===== config.mk =====
export PLATFORM = sky130hd
export DESIGN_NAME = iter_shifter_flat
export DESIGN_NICKNAME = d
export VERILOG_FILES = /design/src/rtl/iter_shifter_if.sv /design/src/rtl/iter_shifter.sv /design/src/flat_wrapper.sv
export SDC_FILE = /design/constraint.sdc
export NUM_CORES = 1
export LEC_CHECK = 0
export ABC_AREA = 1
export ABC_CLOCK_PERIOD_IN_PS = 3100
export BUFFER_PORTS_ARGS = -buffer_cell sky130_fd_sc_hd__buf_4
export CAP_MARGIN = 0
export CELL_PAD_IN_SITES_DETAIL_PLACEMENT = 1
export CELL_PAD_IN_SITES_GLOBAL_PLACEMENT = 2
export CORE_UTILIZATION = 30
export CTS_BUF_LIST = sky130_fd_sc_hd__clkbuf_16
export CTS_CLUSTER_DIAMETER = 80
export DETAILED_ROUTE_END_ITERATION = 7
export GPL_TIMING_DRIVEN = 0
export PLACE_DENSITY_LB_ADDON = 0.1
export SETUP_SLACK_MARGIN = 0.3
export SLEW_MARGIN = 10
export SYNTH_ARGS = -nofsm -noshare
export SYNTH_HDL_FRONTEND = slang
export SYNTH_SLANG_ARGS = --single-unit

===== constraint.sdc =====
create_clock -name clk -period 3.1 [get_ports clk]
set_input_delay 0.93 -clock clk [delete_from_list [all_inputs] [get_ports clk]]
set_output_delay 0.93 -clock clk [all_outputs]
set_load 0.03 [all_outputs]

===== src/rtl/iter_shifter_if.sv =====
// Request/response bundle for the iterative shifter.
// Both sides use a valid/ready handshake.
interface iter_shifter_if #(
  parameter int WIDTH = 32
);
  localparam int SHW = $clog2(WIDTH);

  logic             in_valid;
  logic             in_ready;
  logic [WIDTH-1:0] a;
  logic [SHW-1:0]   shamt;
  logic [1:0]       op_type;
  logic             out_valid;
  logic             out_ready;
  logic [WIDTH-1:0] r;
  logic             busy;

  modport master (
    output in_valid, a, shamt, op_type, out_ready,
    input  in_ready, out_valid, r, busy
  );

  modport slave (
    input  in_valid, a, shamt, op_type, out_ready,
    output in_ready, out_valid, r, busy
  );
endinterface


===== src/rtl/iter_shifter.sv =====
// Multi-cycle shift/rotate unit: at most STEP bit positions per cycle.
// Ops: 00 SLL, 01 SRL, 10 SRA, 11 ROR. One operation in flight.
module iter_shifter #(
  parameter int WIDTH = 32,
  parameter int STEP  = 4,
  parameter int SHW   = $clog2(WIDTH)
) (
  input logic          clk,
  input logic          rst,
  iter_shifter_if.slave bus
);

  typedef enum logic [1:0] {
    IDLE  = 2'd0,
    SHIFT = 2'd1,
    DONE  = 2'd2
  } state_t;

  localparam logic [SHW:0] STEP_K = (SHW+1)'(STEP);
  localparam logic [SHW:0] W_K    = (SHW+1)'(WIDTH);

  state_t           state_q, state_d;
  logic [WIDTH-1:0] r_q, r_d;
  logic [SHW-1:0]   rem_q, rem_d;
  logic [1:0]       op_q, op_d;
  logic             in_ready_q, in_ready_d;
  logic             out_valid_q, out_valid_d;
  logic             busy_q, busy_d;

  logic [SHW:0]            k;
  logic [WIDTH-1:0]        shifted;
  logic signed [WIDTH-1:0] sra;
  logic [WIDTH-1:0]        ror;

  // k never reaches WIDTH, since remaining is below WIDTH
  always_comb begin
    k = ({1'b0, rem_q} > STEP_K) ? STEP_K : {1'b0, rem_q};
    sra = $signed(r_q) >>> k;
    ror = (r_q >> k) | (r_q << (W_K - k));
    shifted = r_q;
    unique case (op_q)
      2'b00: shifted = r_q << k;
      2'b01: shifted = r_q >> k;
      2'b10: shifted = sra;
      2'b11: shifted = ror;
      default: shifted = r_q;
    endcase
  end

  always_comb begin
    state_d = state_q;
    r_d     = r_q;
    rem_d   = rem_q;
    op_d    = op_q;
    unique case (state_q)
      IDLE: begin
        if (bus.in_valid && in_ready_q) begin
          r_d     = bus.a;
          rem_d   = bus.shamt;
          op_d    = bus.op_type;
          state_d = (bus.shamt == '0) ? DONE : SHIFT;
        end
      end
      SHIFT: begin
        r_d   = shifted;
        rem_d = rem_q - k[SHW-1:0];
        if ({1'b0, rem_q} == k) state_d = DONE;
      end
      DONE: begin
        if (bus.out_ready) state_d = IDLE;
      end
      default: state_d = IDLE;
    endcase
    in_ready_d  = (state_d == IDLE);
    out_valid_d = (state_d == DONE);
    busy_d      = (state_d != IDLE);
  end

  always_ff @(posedge clk) begin
    if (rst) begin
      state_q     <= IDLE;
      r_q         <= '0;
      rem_q       <= '0;
      op_q        <= 2'b00;
      in_ready_q  <= 1'b1;
      out_valid_q <= 1'b0;
      busy_q      <= 1'b0;
    end else begin
      state_q     <= state_d;
      r_q         <= r_d;
      rem_q       <= rem_d;
      op_q        <= op_d;
      in_ready_q  <= in_ready_d;
      out_valid_q <= out_valid_d;
      busy_q      <= busy_d;
    end
  end

  assign bus.in_ready  = in_ready_q;
  assign bus.out_valid = out_valid_q;
  assign bus.r         = r_q;
  assign bus.busy      = busy_q;

endmodule


===== src/flat_wrapper.sv =====
// flat-port wrapper written by rule: the top's interface ports become plain ports
module iter_shifter_flat 
#(
  parameter int WIDTH = 32,
  parameter int STEP  = 4,
  parameter int SHW   = $clog2(WIDTH)
)
  (clk, rst, bus_in_valid, bus_a, bus_shamt, bus_op_type, bus_out_ready, bus_in_ready, bus_out_valid, bus_r, bus_busy);
  iter_shifter_if #(.WIDTH(WIDTH)) bus_i ();
  input logic clk;
  input logic rst;
  input wire logic [$bits(bus_i.in_valid)-1:0] bus_in_valid;
  input wire logic [$bits(bus_i.a)-1:0] bus_a;
  input wire logic [$bits(bus_i.shamt)-1:0] bus_shamt;
  input wire logic [$bits(bus_i.op_type)-1:0] bus_op_type;
  input wire logic [$bits(bus_i.out_ready)-1:0] bus_out_ready;
  output wire logic [$bits(bus_i.in_ready)-1:0] bus_in_ready;
  output wire logic [$bits(bus_i.out_valid)-1:0] bus_out_valid;
  output wire logic [$bits(bus_i.r)-1:0] bus_r;
  output wire logic [$bits(bus_i.busy)-1:0] bus_busy;
  assign bus_i.in_valid = bus_in_valid;
  assign bus_i.a = bus_a;
  assign bus_i.shamt = bus_shamt;
  assign bus_i.op_type = bus_op_type;
  assign bus_i.out_ready = bus_out_ready;
  assign bus_in_ready = bus_i.in_ready;
  assign bus_out_valid = bus_i.out_valid;
  assign bus_r = bus_i.r;
  assign bus_busy = bus_i.busy;
  iter_shifter #(.WIDTH(WIDTH), .STEP(STEP), .SHW(SHW)) u_core (.clk(clk), .rst(rst), .bus(bus_i));
endmodule

==> metrics.txt, run 1 <==
Final Cell Area=0.00650 sq mm; Final nets=~1,100; CTS sink cnt=44; Reg clk slew, reported paths=about 0.070 ns; maximum clock frequency=0.360 GHz; Syn Inst Count=approximately 900; CP cell instances=nor2_4 -> nand2_4 -> inv_4 -> nand2_2 -> buf_8 -> buf_12 -> ha_4 -> buf_12 -> clkinv_8 -> mux2i_4 -> o21ai_0 -> o21ai_1 -> nand2_1 -> a21o_1 -> a21oi_1; Hold WC Path Type=flop to flop; core area=0.0165 sq mm; status=complete, no violations; crit-path most repeated cell=buf_12; crit path time final=2.78 ns; slowest stage cell, crit path=o21ai_0; delay of the slowest critical-path stage=0.44 ns; crit-path leading delay family=compound AO/OA/AOI/OAI gates; WP buf/inv=5; MaxCap Viol Count=0; Top Layer Used=met4; Placement Cell Area=0.00590 sq mm; cell leakage power=0.00287 uW; Clock Latency Late Sink=0.31 ns; # IOs=78; Slew Limit Fails=0; RSZ-0062 raised after global routing=false; ys flop type=dfxtp_1; met2 wire length=13.5 mm; post-DP HPWL=23.3 mm; met3 wire len=around 2.5 mm; # diodes=0; Mapped Avg Cell Area=5.58 sq um; Routed WL per cell=24.6 um; Final Hold Viols=0; #FFs+latches synth=44; Root Buffer=clkbuf_16; Final Wtd Congestion=0.951; Yosys cell types=49; Die ar.=0.0173 sq mm; Crit Path Category=flop to flop; Final period util=between 80% and 90%; vias in the first global route=6,795; post-DR vias/cell=5.73; Worst Clk Skew=0.0116 ns; fin cells=1,234; maximum VDD drop=0.285 mV; grt total ovfl=0; register area share after synthesis=17.5%; CP startpoint kind=flop; EDFF count, synth=0; # fillers=approximately 2,300; area of the multi-input gates=0.00363 sq mm; largest buffer count on any clock path=2; Port Buffer Count=77; Async S/R FF share, synth=0%; post-route ant nets=0; CTS tree=done; CTS Buf Count=5; worst endpoint required time=3.27 ns; Die X-Extent=around 130 um; initial core utilization=a little under a third; Final Setup Violations=0; P&R area growth vs syn=28.9%; share of cells above drive strength 1=19.8%; Critical Path AT=2.94 ns; DR vias=approximately 7,100; Worst Setup End Kind=flop; starting DRC count in detailed routing=681; DRC violations left=0; Least-Margin Pin Slew=~0.87 ns; placed insts=1,201; largest net degree at the start of global routing=15; first-pass GRT wire length=43.4 mm; YS warnings=0; Pre-antenna DRT Iters=5; Routed met1 length=13.7 mm; Die Ht=132 um; Routed WL=~30 mm; max_slew headroom=42.3%; Post-Syn Area=0.00505 sq mm; Total GRT Usage=34.1%; CP max FO=8; Net Count, Synth=between 900 and 1,000; register area=885 sq um; antenna violations before repair=0; cell row count=47; CTS Hold Bufs=0; H-tree lvl count=2; Power Density=687 mW/mm^2
==> cell usage after synthesis, types with 3 or more instances <==
| library cell | count | area [sq um] |
|---|---|---|
| buf_6 | 8 | 90.1 |
| o21ai_1 | 43 | 215 |
| nand4_1 | 10 | 62.6 |
| o221ai_1 | 7 | 61.3 |
| nand3_1 | 51 | 255 |
| a211oi_1 | 6 | 45.0 |
| buf_4 | 7 | 52.6 |
| clkbuf_1 | 27 | 101 |
| o21a_1 | 6 | 45.0 |
| nor2_4 | 5 | 56.3 |
| o211ai_1 | 23 | 173 |
| or2_2 | 4 | 25.0 |
| inv_1 | 77 | 289 |
| a221oi_1 | 6 | 52.6 |
| nor3_1 | 3 | 15.0 |
| inv_2 | 6 | 22.5 |
| or2_1 | 3 | 18.8 |
| nand2_2 | 7 | 43.8 |
| a31oi_1 | 9 | 56.3 |
| dfxtp_1 | 44 | 881 |
| o22ai_1 | 9 | 56.3 |
| o21ai_0 | 80 | 400 |
| nor2_1 | 85 | 319 |
| o311ai_0 | 4 | 35.0 |
| buf_2 | 13 | 65.1 |
| a21oi_1 | 57 | 285 |
| nand2_1 | 271 | 1020 |
| ha_1 | 3 | 37.5 |
| clkinv_1 | 3 | 11.3 |
==> placed cells by master (no fill, tap or decap), drive strengths merged, types with 9 or more instances in the layout <==
cell type	count
a21oi	57
nand3	52
inv	84
o21ai	125
dfxtp	44
nand4	10
a31oi	9
buf	134
o22ai	9
o211ai	23
clkbuf	30
nand2	279
nor2	93
==> sequential cells by signal, summed over array words and instances (netlist names) <==
signal / cells
u_core.bus.busy: 1
u_core.op_q: 2
u_core.rem_q: 5
u_core.bus.in_ready: 1
u_core.state_q: 2
u_core.bus.r: 32
u_core.bus.out_valid: 1
==> timing repair <==
action | in CTS | in global routing
gates cloned | 0 | 2
buffers inserted | 4 | 19
endpoints found under the setup margin | 22 | 28
pin swaps | 4 | 19
resized for setup | 27 | 43
==> cells by family after synthesis <==
logic type	count (synthesis)	share of synthesized area [%]
AOI/OAI and AO/OA	258	29.6
other	2	0.149
adders and majority gates	3	0.744
DFF	44	17.5
and+or+nand+nor	450	38.5
muxes	2	0.397
buffers and inverters	145	13.2
==> routing by layer <==
layer	global-route usage, %	vias up
met1	47.0	3435
met3	7.37	49
met5	0	-
li1	-	3246
met4	9.95	0
met2	52.9	344
==> metrics by stage <==
stage / power (uW) / TNS [ns] / setup WS [ns] / hold slack (ns) / util [%]
finish: 4470 / 0 / 0.323 / 0.484 / 39.4
global route: 4680 / 0 / 0.273 / 0.512 / 39.4
CTS: 4170 / 0 / 0.300 / 0.486 / 37.3
detailed placement: 3460 / -6.24 / -0.595 / 0.475 / 35.7
global placement: 3460 / -6.47 / -0.586 / 0.473 / 35.7
floorplan: 2460 / 0 / 0.525 / 0.497 / -
==> area by class of cell <==
cell class              instances  share of cell area [%]
multi-input cells             716                    55.8
flip-flops and latches         44                    13.6
repair buffers                101                    12.1
plain buffers                  58                    6.39
inverters                      87                    5.29
well taps                     220                    4.23
clock buffers                   5                    1.92
clock inverters                 3                   0.654
==> worst reg2reg max path, stage by stage, from the launching register on <==
cell	delay [ns]
dfxtp_4	0.37
nor2_4	0.18
nand2_4	0.09
inv_4	0.08
nand2_2	0.08
buf_8	0.15
buf_12	0.13
ha_4	0.29
buf_12	0.13
clkinv_8	0.08
mux2i_4	0.19
o21ai_0	0.44
o21ai_1	0.14
nand2_1	0.09
a21o_1	0.14
a21oi_1	0.07
==> path summary, 6_finish.rpt <==
check | from | end | slack, ns | cells past startpoint
setup / recovery | u_core.rem_q[3]$_SDFFE_PP0P_ | u_core.bus.r[17]$_SDFFE_PP0P_ | 0.32 | 15
hold reg to reg | u_core.bus.r[16]$_SDFFE_PP0P_ | u_core.bus.r[16]$_SDFFE_PP0P_ | 0.48 | 2
setup reg to reg | u_core.rem_q[3]$_SDFFE_PP0P_ | u_core.bus.r[17]$_SDFFE_PP0P_ | 0.32 | 15
hold / removal | u_core.bus.r[16]$_SDFFE_PP0P_ | u_core.bus.r[16]$_SDFFE_PP0P_ | 0.48 | 2
==> report_power, final <==
part           leakage (uW)  switching (uW)  internal [uW]
registers          0.000364             105            655
clock network     0.0000814             272            380
logic               0.00243            2120            938
total               0.00287            2500           1970
No activity file was read; power rests on OpenSTA's default activity.
==> inputs of run 2 (changes only) <==
- PLACE_DENSITY_LB_ADDON: 0.1 -> 0.12
==> metrics.txt, run 2 (synthesis results as in run 1) <==
Hold WC Path Type=flop to flop (unchanged); Crit Path Category=flop to flop (unchanged); H-tree lvl count=2 (unchanged); cell leakage power=0.00277 uW (was 0.00287 uW); Routed WL per cell=24.3 um (was 24.6 um); first-pass GRT wire length=42.9 mm (was 43.4 mm); Final nets=1,042 (was 1,059); Int Power=1820 uW (was 1970 uW); Die X-Extent=132 um (unchanged); most frequent cells in the layout=263 x nand2_1, 91 x buf_4, 84 x nor2_1 (was 265 x nand2_1, 105 x buf_4, 84 x nor2_1); largest net degree at the start of global routing=15 (unchanged); Critical Path AT=2.98 ns (was 2.94 ns); P&R area growth vs syn=24.1% (was 28.9%); Pre-antenna DRT Iters=5 (unchanged); Clock Latency Late Sink=0.31 ns (about the same); Power Density=678 mW/mm^2 (was 687 mW/mm^2); DRC violations left=0 (unchanged); Hold WS=0.485 ns (was 0.484 ns); part of the power in registers=17.9% (was 17.0%); max_slew headroom=42.7% (was 42.3%); status=complete, no violations (unchanged); Final Wtd Congestion=0.950 (was 0.951); maximum clock frequency=0.366 GHz (was 0.360 GHz); CTS tree=done (unchanged); # diodes=0 (unchanged); Final Setup Violations=0 (unchanged); worst endpoint required time=3.35 ns (was 3.27 ns); Slew Limit Fails=0 (unchanged); antenna violations before repair=1 (was 0); # fillers=2,320 (was 2,299); cell row count=47 (unchanged); post-DR vias/cell=5.72 (was 5.73); Final period util=88.1% (was 89.6%); CTS Buf Count=5 (unchanged); Die Ht=132 um (unchanged); Die ar.=0.0173 sq mm (unchanged); post-DP HPWL=23.1 mm (was 23.3 mm); largest buffer count on any clock path=2 (unchanged); Total GRT Usage=33.7% (was 34.1%); MaxCap Viol Count=0 (unchanged); post-route ant nets=0 (unchanged); Port Buffer Count=77 (unchanged); core area=0.0165 sq mm (unchanged); Routed WL=29.5 mm (was 30.4 mm); crit path time final=2.73 ns (was 2.78 ns); RSZ-0062 raised after global routing=true (was false); CP startpoint kind=flop (unchanged); Final Hold Viols=0 (unchanged); area of the multi-input gates=0.00361 sq mm (was 0.00363 sq mm); Gate power share=68.8% (was 68.4%); register area=882 sq um (was 885 sq um); # IOs=78 (unchanged); initial core utilization=30.5% (unchanged); Pwr Total=4250 uW (was 4470 uW); starting DRC count in detailed routing=657 (was 681); Least-Margin Pin Slew=0.860 ns (was 0.865 ns); Root Buffer=clkbuf_16 (unchanged); net switching share of the total power=57.3% (was 55.8%); share of cells above drive strength 1=18.5% (was 19.8%); maximum VDD drop=0.258 mV (was 0.285 mV); vias in the first global route=6,623 (was 6,795); grt total ovfl=0 (unchanged); NetSw=2430 uW (was 2500 uW); Worst Setup End Kind=flop (unchanged); most common cell after layout, fill and taps aside=nand2_1 (unchanged); Worst Clk Skew=0.00589 ns (was 0.0116 ns); DR vias=6,957 (was 7,074); Reg clk slew, reported paths=0.07 ns (about the same); max FFs per register=32 (unchanged); CTS sink cnt=44 (unchanged); Clock power frac=13.3% (was 14.6%); CP max FO=10 (was 8)
## run 2: changes by cell type in the layout (fill, tap and decap cells not counted), sizes merged
cell / before / now
nor2: 93 / 92
buf: 134 / 118
inv: 84 / 85
clkinv: 5 / 4
bufinv: 1 / 0
clkinvlp: 0 / 1
## run 2: area by class of cell
cell class / instances / area share [%]
multi-input cells: 715 / 57.7
flip-flops and latches: 44 / 14.1
repair buffers: 85 / 10.1
plain buffers: 58 / 6.01
inverters: 87 / 5.37
well taps: 220 / 4.39
clock buffers: 5 / 2.00
clock inverters: 3 / 0.319
## run 2: repair_timing
item                       in CTS  in global routing
hold buffers                    0                  0
buffers inserted                3                  4
setup endpoints to repair      23                 28
resized for setup              26                 30
pin swaps                       4                 14
gates cloned                    0                  1
## run 2: worst paths after layout
kind | from | end | cells after the start | slack [ns]
worst max register to register | u_core.rem_q[3]$_SDFFE_PP0P_ | u_core.bus.r[14]$_SDFFE_PP0P_ | 15 | 0.37
worst max-delay path | u_core.rem_q[3]$_SDFFE_PP0P_ | u_core.bus.r[14]$_SDFFE_PP0P_ | 15 | 0.37
worst min-delay path | u_core.bus.r[20]$_SDFFE_PP0P_ | u_core.bus.r[20]$_SDFFE_PP0P_ | 2 | 0.49
worst min register to register | u_core.bus.r[20]$_SDFFE_PP0P_ | u_core.bus.r[20]$_SDFFE_PP0P_ | 2 | 0.49
## run 2: metal layers
metal,global-route usage (%),wire (um),vias up
met5,0,12,-
met3,5.67,2390,53
met4,10.9,863,2
met2,51.9,12900,317
li1,-,-,3211
met1,47.5,13400,3374
## run 2: through the flow
| step | cell area [sq um] | util [%] | std cells | TNS [ns] | worst slack, ns |
|---|---|---|---|---|---|
| finish | 6270 | 37.9 | 1217 | 0 | 0.370 |
| floorplan | 5050 | - | 904 | 0 | 0.525 |
| global route | 6270 | 37.9 | 1217 | 0 | 0.266 |
| detailed placement | 5900 | 35.7 | 1201 | -7.29 | -0.637 |
| CTS | 6130 | 37.1 | 1212 | 0 | 0.300 |
| global placement | 5900 | 35.7 | 1201 | -7.49 | -0.657 |
## run 2: worst max-delay path, cell delays in order (launching register included)
cell and delay (ns):
dfxtp_2 0.36, nor2_4 0.18, nand2_4 0.08, inv_4 0.08, nand2_2 0.06, buf_6 0.16
buf_8 0.16, ha_4 0.28, buf_6 0.13, clkbuf_8 0.18, nand2_1 0.08, nand3_1 0.08
nand2_1 0.09, nor3_1 0.45, o221ai_1 0.21, inv_1 0.07
## run 2: power by group through the flow
stage	Clock (uW)	Sequential, uW	Combinational (uW)
6_report	567	760	2920
5_1_grt	604	772	3100
3_5_place_dp	0	769	2680
4_1_cts	579	758	2740
3_3_place_gp	0	767	2690
2_1_floorplan	0	878	1580
==> inputs of run 3 (changes only) <==
- CTS_BUF_LIST: sky130_fd_sc_hd__clkbuf_16 -> sky130_fd_sc_hd__clkbuf_2 sky130_fd_sc_hd__clkbuf_4 sky130_fd_sc_hd__clkbuf_8
- SKIP_CTS_REPAIR_TIMING: not set -> 1
==> metrics.txt, run 3 (synthesis results as in run 1) <==
largest buffer count on any clock path=2 (unchanged); Critical Path AT=3.00 ns (was 2.98 ns); delay of the slowest critical-path stage=0.38 ns (was 0.45 ns); Final Hold Viols=0 (unchanged); Routed WL per cell=24.2 um (was 24.3 um); H-tree lvl count=2 (unchanged); most common cell after layout, fill and taps aside=nand2_1 (unchanged); Die X-Extent=132 um (unchanged); post-DP HPWL=23.1 mm (unchanged); MaxCap Viol Count=0 (unchanged); # diodes=0 (unchanged); Die Ht=132 um (unchanged); core area=0.0165 sq mm (unchanged); slowest stage cell, crit path=dfxtp_4 (was nor3_1); most frequent cells in the layout=265 x nand2_1, 100 x buf_4, 84 x nor2_1 (was 263 x nand2_1, 91 x buf_4, 84 x nor2_1); max FFs per register=32 (unchanged); Hold WS=0.488 ns (was 0.485 ns); Total GRT Usage=33.6% (was 33.7%); vias in the first global route=6,530 (was 6,623); starting DRC count in detailed routing=632 (was 657); cell row count=47 (unchanged); Pwr Total=4120 uW (was 4250 uW); Final Wtd Congestion=0.950 (unchanged); Final period util=90.2% (was 88.1%); Crit Path Category=flop to flop (unchanged); Worst Setup End Kind=flop (unchanged); antenna violations before repair=0 (was 1); RSZ-0062 raised after global routing=true (unchanged); first-pass GRT wire length=42.8 mm (was 42.9 mm); Routed WL=29.7 mm (was 29.5 mm); maximum clock frequency=0.358 GHz (was 0.366 GHz); # fillers=2,298 (was 2,320); worst endpoint required time=3.30 ns (was 3.35 ns); Least-Margin Pin Slew=0.868 ns (was 0.860 ns); Worst Clk Skew=0.0134 ns (was 0.00589 ns); WP buf/inv=5 (was 6); CTS sink cnt=44 (unchanged); Port Buffer Count=77 (unchanged); # IOs=78 (unchanged); Final nets=1,053 (was 1,042); post-DR vias/cell=5.77 (was 5.72); Reg clk slew, reported paths=0.10 ns (was 0.07 ns); DR vias=7,082 (was 6,957); CP startpoint kind=flop (unchanged); CTS tree=done (unchanged); Slew Limit Fails=0 (unchanged); max_slew headroom=42.1% (was 42.7%); P&R area growth vs syn=24.9% (was 24.1%); grt total ovfl=0 (unchanged); share of cells above drive strength 1=19.4% (was 18.5%); crit-path most repeated cell=nand2_1; Pre-antenna DRT Iters=5 (unchanged); crit path time final=2.80 ns (was 2.73 ns); Clock Latency Late Sink=0.33 ns (was 0.31 ns); maximum VDD drop=0.248 mV (was 0.258 mV); status=complete, no violations (unchanged); Die ar.=0.0173 sq mm (unchanged); crit-path leading delay family=simple AND/OR/NAND/NOR gates (unchanged); Final Setup Violations=0 (unchanged); DRC violations left=0 (unchanged); largest net degree at the start of global routing=15 (unchanged); CTS Buf Count=5 (unchanged); CP max FO=7 (was 10); initial core utilization=30.5% (unchanged); post-route ant nets=0 (unchanged); Hold WC Path Type=flop to flop (unchanged); Root Buffer=clkbuf_8 (was clkbuf_16); Power Density=654 mW/mm^2 (was 678 mW/mm^2); cell leakage power=0.00280 uW (was 0.00277 uW); total negative slack=0 ns (unchanged); CP cell instances=nor2_4 -> buf_6 -> nand3_4 -> buf_8 -> buf_12 -> ha_4 -> buf_6 -> clkinvlp_4 -> nand3_1 -> nand2_1 -> nand2_1 -> nand2_1 -> nand3_1 -> o21ai_1 -> nand2_1 -> nand3_1 -> nand2_1 -> a21oi_1 (was nor2_4 -> nand2_4 -> inv_4 -> nand2_2 -> buf_6 -> buf_8 -> ha_4 -> buf_6 -> clkbuf_8 -> nand2_1 -> nand3_1 -> nand2_1 -> nor3_1 -> o221ai_1 -> inv_1)
-- run 3: cell types whose count changed in the layout (fill, tap and decap cells not counted), sizes merged --
cell      change
clkbuf        +2
buf          +10
inv           -1
clkinvlp      +1
clkinv        -1
-- run 3: metrics by stage --
stage,util [%],cells,setup WS [ns],area [sq um]
final,38.2,1228,0.303,6310
after global routing,38.2,1228,0.235,6310
after CTS,36.3,1209,-0.663,5990
after detailed placement,35.7,1201,-0.637,5900
after global placement,35.7,1201,-0.657,5900
after floorplan,-,904,0.525,5050
-- run 3: final timing paths --
| check | from | end | slack [ns] | depth (start not counted) |
|---|---|---|---|---|
| worst min-delay path | u_core.bus.r[20]$_SDFFE_PP0P_ | u_core.bus.r[20]$_SDFFE_PP0P_ | 0.49 | 2 |
| worst min register to register | u_core.bus.r[20]$_SDFFE_PP0P_ | u_core.bus.r[20]$_SDFFE_PP0P_ | 0.49 | 2 |
| worst max register to register | u_core.rem_q[3]$_SDFFE_PP0P_ | u_core.bus.r[27]$_SDFFE_PP0P_ | 0.30 | 18 |
| worst max-delay path | u_core.rem_q[3]$_SDFFE_PP0P_ | u_core.bus.r[27]$_SDFFE_PP0P_ | 0.30 | 18 |
-- run 3: metal layers --
layer	routed length, um	track usage, %	vias up
li1	-	-	3232
met1	13300	47.4	3423
met2	13000	52.2	357
met3	2490	5.67	70
met4	940	9.88	0
met5	0	0	-
-- run 3: cell type report --
| type | count | area [sq um] | area share (%) |
|---|---|---|---|
| tap | 220 | 275 | 4.37 |
| inverter | 87 | 333 | 5.28 |
| clock inverter | 2 | 16.3 | 0.258 |
| timing repair buffer | 96 | 732 | 11.6 |
| buffer | 58 | 392 | 6.21 |
| clock buffer | 6 | 76.3 | 1.21 |
| sequential | 44 | 886 | 14.0 |
| multi-input combinational | 715 | 3600 | 57.0 |
-- run 3: where the power goes --
group          leakage [uW]  internal, uW  total (uW)  switching, uW
sequential         0.000364           655         763            108
clock             0.0000448           170         420            250
combinational       0.00239           883        2940           2060
-- run 3: worst reg2reg max path: stages (launching register included) --
cell	delay, ns
dfxtp_4	0.38
nor2_4	0.14
buf_6	0.12
nand3_4	0.09
buf_8	0.15
buf_12	0.12
ha_4	0.26
buf_6	0.13
clkinvlp_4	0.18
nand3_1	0.12
nand2_1	0.11
nand2_1	0.13
nand2_1	0.07
nand3_1	0.18
o21ai_1	0.10
nand2_1	0.07
nand3_1	0.15
nand2_1	0.11
a21oi_1	0.06
